==> src/rtl/noc_pkg.sv <==
// Shared types and defaults for the NoC output port: flit-type encoding,
// port FSM states and default parameter values.
package noc_pkg;

  localparam int DEF_NUM_IN    = 5;
  localparam int DEF_FLIT_W    = 16;
  localparam int DEF_BUF_DEPTH = 4;

  localparam logic [1:0] FLIT_TYPE_SINGLE = 2'b00;
  localparam logic [1:0] FLIT_TYPE_HEAD   = 2'b01;
  localparam logic [1:0] FLIT_TYPE_BODY   = 2'b10;
  localparam logic [1:0] FLIT_TYPE_TAIL   = 2'b11;

  typedef enum logic [1:0] {
    FT_SINGLE = FLIT_TYPE_SINGLE,
    FT_HEAD   = FLIT_TYPE_HEAD,
    FT_BODY   = FLIT_TYPE_BODY,
    FT_TAIL   = FLIT_TYPE_TAIL
  } flit_type_e;

  typedef enum logic {
    ST_IDLE   = 1'b0,
    ST_LOCKED = 1'b1
  } port_state_e;

  // A single or tail flit closes whatever packet owns the port.
  function automatic logic ends_packet(input flit_type_e t);
    return (t == FT_SINGLE) || (t == FT_TAIL);
  endfunction

endpackage

==> src/rtl/rr_arbiter.sv <==
// Combinational round-robin picker: first requester after last_winner wins.
module rr_arbiter
  import noc_pkg::*;
#(
  parameter int NUM_IN = DEF_NUM_IN,
  parameter int IDX_W  = (NUM_IN > 1) ? $clog2(NUM_IN) : 1
) (
  input  logic [NUM_IN-1:0] req,
  input  logic [IDX_W-1:0]  last_winner,
  output logic [NUM_IN-1:0] grant,
  output logic [IDX_W-1:0]  winner
);

  // Walk distances from farthest to nearest so the nearest requester overwrites.
  always_comb begin
    grant  = '0;
    winner = '0;
    for (int i = NUM_IN; i >= 1; i--) begin
      for (int k = 0; k < NUM_IN; k++) begin
        if (req[k] && ((int'(last_winner) + i == k) ||
                       (int'(last_winner) + i == k + NUM_IN))) begin
          grant    = '0;
          grant[k] = 1'b1;
          winner   = IDX_W'(k);
        end
      end
    end
  end

endmodule

==> src/rtl/noc_out_port.sv <==
// NoC router output port: wormhole packet locking, round-robin input selection,
// credit-based flow control toward the downstream buffer, registered flit output.
module noc_out_port
  import noc_pkg::*;
#(
  parameter int NUM_IN    = DEF_NUM_IN,
  parameter int FLIT_W    = DEF_FLIT_W,
  parameter int BUF_DEPTH = DEF_BUF_DEPTH
) (
  input  logic                     clk,
  input  logic                     rst,
  input  logic [NUM_IN-1:0]        req_i,
  input  logic [NUM_IN*FLIT_W-1:0] flit_i,
  output logic [NUM_IN-1:0]        grant_o,
  output logic                     valid_o,
  output logic [FLIT_W-1:0]        flit_o,
  input  logic                     incr_i,
  output logic [3:0]               credits_o,
  output logic                     locked_o,
  output logic                     err_o
);

  localparam int         IDX_W = (NUM_IN > 1) ? $clog2(NUM_IN) : 1;
  localparam logic [3:0] FULL  = 4'(BUF_DEPTH);

  // Handshake: req_i[k] means flit k is valid; grant_o[k] (combinational, same
  // cycle) means it is consumed. Downstream needs no ready: each grant spends a
  // credit and each incr_i pulse returns one, so valid_o is never refused.

  port_state_e       state, state_nxt;
  logic [IDX_W-1:0]  owner, owner_nxt;
  logic [IDX_W-1:0]  last_winner, last_nxt;
  logic [NUM_IN-1:0] arb_grant, owner_mask;
  logic [IDX_W-1:0]  arb_winner;
  logic              any_grant;
  logic [FLIT_W-1:0] sel_flit;
  flit_type_e        sel_type;
  logic [3:0]        credits, credits_nxt;
  logic              err_nxt;

  rr_arbiter #(.NUM_IN(NUM_IN), .IDX_W(IDX_W)) u_arb (
    .req         (req_i),
    .last_winner (last_winner),
    .grant       (arb_grant),
    .winner      (arb_winner)
  );

  always_comb begin
    owner_mask = '0;
    for (int k = 0; k < NUM_IN; k++) begin
      if (owner == IDX_W'(k)) owner_mask[k] = 1'b1;
    end
  end

  always_comb begin
    grant_o = '0;
    if (!rst && (credits != 4'd0)) begin
      grant_o = (state == ST_IDLE) ? arb_grant : (owner_mask & req_i);
    end
  end

  assign any_grant = |grant_o;

  always_comb begin
    sel_flit = '0;
    for (int k = 0; k < NUM_IN; k++) begin
      if (grant_o[k]) sel_flit = flit_i[k*FLIT_W +: FLIT_W];
    end
  end

  assign sel_type = flit_type_e'(sel_flit[FLIT_W-1 -: 2]);

  always_ff @(posedge clk or posedge rst) begin
    if (rst) begin
      state       <= ST_IDLE;
      owner       <= '0;
      last_winner <= IDX_W'(NUM_IN - 1);
    end else begin
      state       <= state_nxt;
      owner       <= owner_nxt;
      last_winner <= last_nxt;
    end
  end

  // Only IDLE grants move the round-robin pointer; a packet keeps it parked on its owner.
  always_comb begin
    state_nxt = state;
    owner_nxt = owner;
    last_nxt  = last_winner;
    if (any_grant) begin
      case (state)
        ST_IDLE: begin
          last_nxt = arb_winner;
          if (sel_type == FT_HEAD) begin
            state_nxt = ST_LOCKED;
            owner_nxt = arb_winner;
          end
        end
        ST_LOCKED: begin
          if (ends_packet(sel_type)) state_nxt = ST_IDLE;
        end
        default: state_nxt = ST_IDLE;
      endcase
    end
  end

  always_comb begin
    credits_nxt = credits;
    err_nxt     = err_o;
    case ({any_grant, incr_i})
      2'b10: credits_nxt = credits - 4'd1;
      2'b01: begin
        if (credits == FULL) err_nxt = 1'b1;
        else                 credits_nxt = credits + 4'd1;
      end
      default: credits_nxt = credits;
    endcase
    if (any_grant && (state == ST_IDLE) &&
        ((sel_type == FT_BODY) || (sel_type == FT_TAIL))) begin
      err_nxt = 1'b1;
    end
  end

  always_ff @(posedge clk or posedge rst) begin
    if (rst) begin
      credits <= FULL;
      err_o   <= 1'b0;
      valid_o <= 1'b0;
      flit_o  <= '0;
    end else begin
      credits <= credits_nxt;
      err_o   <= err_nxt;
      valid_o <= any_grant;
      if (any_grant) flit_o <= sel_flit;
    end
  end

  assign credits_o = credits;
  assign locked_o  = (state == ST_LOCKED);

endmodule

==> config.mk <==
export PLATFORM = sky130hd
export DESIGN_NAME = noc_out_port
export DESIGN_NICKNAME = d
export VERILOG_FILES = /design/src/rtl/noc_pkg.sv /design/src/rtl/rr_arbiter.sv /design/src/rtl/noc_out_port.sv
export SDC_FILE = /design/constraint.sdc
export NUM_CORES = 1
export LEC_CHECK = 0
export BUFFER_PORTS_ARGS = -buffer_cell sky130_fd_sc_hd__buf_2
export CAP_MARGIN = 20
export CORE_UTILIZATION = 54
export DETAILED_ROUTE_END_ITERATION = 8
export PLACE_DENSITY = 0.9
export SYNTH_ARGS = -nofsm -noshare
export SYNTH_HDL_FRONTEND = slang
export SYNTH_SLANG_ARGS = --single-unit
==> constraint.sdc <==
create_clock -name clk -period 7.6 [get_ports clk]
set_input_delay 0.38 -clock clk [delete_from_list [all_inputs] [get_ports clk]]
set_output_delay 0.38 -clock clk [all_outputs]
set_load 0.03 [all_outputs]
==> run summary <==
Syn-to-layout area delta: 22.8%
critical path's top delay family: simple AND/OR/NAND/NOR gates
HPWL after DPL: 7.08 mm
most frequent cells in the layout: buf_2 (115), nand2_1 (76), o21ai_0 (27), dfrtp_1 (27), nor2_1 (17)
core footprint: 5240 um^2
f_max: 170 MHz
post-cts sizing count: 0
Mapped Cells: 385
final setup margin: 1.71 ns
hold slack: 0.0642 ns
filler cell count: 442
CP max stage delay: 1.03 ns
Cell Area, Synth: 2990 um^2
GRT Overall Usage: 32.7%
Crit. End Element: register
setup TNS: 0 ns
antenna cells: 0
Sink Count: 29
initial antenna violation count: 0
GPL Wtd Cong: 0.913
Worst setup SP type: register
most common cell after layout, fill and taps aside: buf_2
Yosys cell types: 78
RSZ-0062 raised after global routing: false
Buf/Inv on CP: 0
Reg2Reg Depth: 16
Post-CTS Setup Repair Bufs: 0
Relative slew margins: 30.2%
Placed Area: 3530 um^2
wire per inst: 17.1 um
Final min period: 5.89 ns
Fin. Hold Viols: 0
Synth async-reset ratio: 100%
number of max-slew violations in the final report: 0
Buffers on Ports: 115
row cnt: 26
Worst Max-Slew Pin Slew: 1.05 ns
Leak: 1.83 nW
clk buf depth: 2
Via-to-Cell Ratio: 6.22
status: finished, final reports clean
worst skew pair latency: 0.28 ns
Max FO, Critical Path: 40
Hold Crit Class: input pin to asynchronous set/reset pin
Top FF cell, synth: dfrtp_1
DRT iter0 DRCs: 503
die width: 76.5 um
Final ANT Viol Nets: 0
Crit Path Category: register to register
H-tree levels: 2
Die ar.: 5850 um^2
max cap viols: 0
final setup violation count: 0
Final Util: 70.2%
vias in the first global route: 3121
power per cell area: 505 nW/um^2
Clock Skews: 0.00590 ns
detailed-route wire length: 9.49 mm
post-route cell area: 3680 um^2
worst setup slack after placement: 1.80 ns
Root Driver: clkbuf_8
total power: 1.86 mW
Seq/Total Area, Yosys: 24.3%
number of synthesized flops with an enable pin: 0
fraction of layout cells with a size suffix above 1: 30.5%
setup slack, reg-to-reg: 1.71 ns
worst path required time: 7.77 ns
syn nets: 484
CTS Buf Count: 5
# IOs: 116
Yosys warnings: 0
DR DRC count: 0
peak supply drop: 375 uV
mean area per synthesized cell: 7.78 um^2
TritonCTS clock tree: yes
crit path cell chain: and2_0 -> ha_1 -> nor3b_1 -> o21ai_1 -> and3_1 -> a211oi_1 -> a21o_1 -> nor2b_1 -> and2_1 -> nand2_1 -> ha_1 -> a21o_1 -> a21oi_1 -> nor2b_1 -> a2bb2oi_1 -> xnor2_1
period utilization: 77.5%
Non-Filler Instances: 555
Pre-Repair DR Iteration Count: 7
critical path's slowest cell: dfrtp_1
Crit path arrival time: 6.06 ns
CTS clock-pin slew for the worst setup and hold paths: 0.07 ns
initial core utilization: 57.2%
placed instance count: 546
synthesized flop and latch total: 29
via count: 3450
fin nets: 583
global-route wire length before repair: 15.5 mm
largest net degree at the start of global routing: 41
aggregate global routing overflow: 0
die height: 76.5 um
R2R Path End: credits_o[3]
CTS Hold Buffers Added: 0
reg2reg start: last_winner[0]
-- state kept, by name, indices dropped and copies added, names as in the netlist --
register / cells
credits_o: 4
err_o: 1
flit_o: 16
last_winner: 3
locked_o: 1
owner: 3
valid_o: 1
-- cell families after synthesis --
logic type	share of synthesized area [%]
AOI/OAI and AO/OA	24.1
and+or+nand+nor	34.2
DFF	24.3
muxes	3.84
buffers and inverters	7.48
xor gates and xnor gates	0.878
adders and majority gates	5.18
-- worst max-delay path by stage --
| stage | cells past startpoint | to | start |
|---|---|---|---|
| 3_5_place_dp | 16 | credits_o[3] | last_winner[0] |
| 6_report | 16 | credits_o[3] | last_winner[0] |
| 5_1_grt | 16 | credits_o[3] | last_winner[0] |
| 2_1_floorplan | 23 | credits_o[3] | last_winner[2] |
| 4_1_cts | 16 | credits_o[3] | last_winner[0] |
| 3_3_place_gp | 16 | credits_o[3] | last_winner[0] |
-- cell usage after synthesis, types with 3 or more instances --
master     n  area (um^2)
a211o_1    3         26.3
a211oi_1   4         30.0
a21o_1     3         22.5
a21oi_1    6         30.0
a222oi_1   7         70.1
a22oi_1    9         67.6
a41oi_1    3         26.3
and2_1     3         18.8
and3_1     6         37.5
and3b_1    3         26.3
and4b_1    5         50.1
buf_2      7         35.0
buf_4      3         22.5
buf_6      4         45.0
clkbuf_1  11         41.3
dfrtp_1   27          676
ha_1      10          125
inv_1     16         60.1
mux2_2     4         45.0
mux2_4     4         60.1
nand2_1   76          285
nand2b_1   3         18.8
nand3_1   15         75.1
nand4_1   14         87.6
nor2_1    17         63.8
nor2b_1    8         50.1
nor3_1     7         35.0
nor3b_1    8         60.1
nor4b_1    3         26.3
nor4bb_1   6         60.1
o21a_1     3         22.5
o21ai_0   27          135
-- routing by layer --
metal | track usage [%] | routed length, um
met5 | 0 | 0
met4 | 9.23 | 216
met3 | 4.91 | 793
met2 | 55.6 | 4630
met1 | 43.0 | 3850
-- report_power, final --
group | internal [mW] | switching (mW)
Clock | 0.106 | 0.0614
Combinational | 0.514 | 0.818
Sequential | 0.243 | 0.114
-- cell type report --
class	count	area, um^2	share of cell area [%]
Multi-Input combinational cell	311	2040	55.5
Clock inverter	2	37.5	1.02
Clock buffer	6	82.6	2.25
Inverter	17	66.3	1.80
Sequential cell	29	728	19.8
Tap cell	70	87.6	2.38
Timing Repair Buffer	120	633	17.2
(Power assumes the default switching activity.)
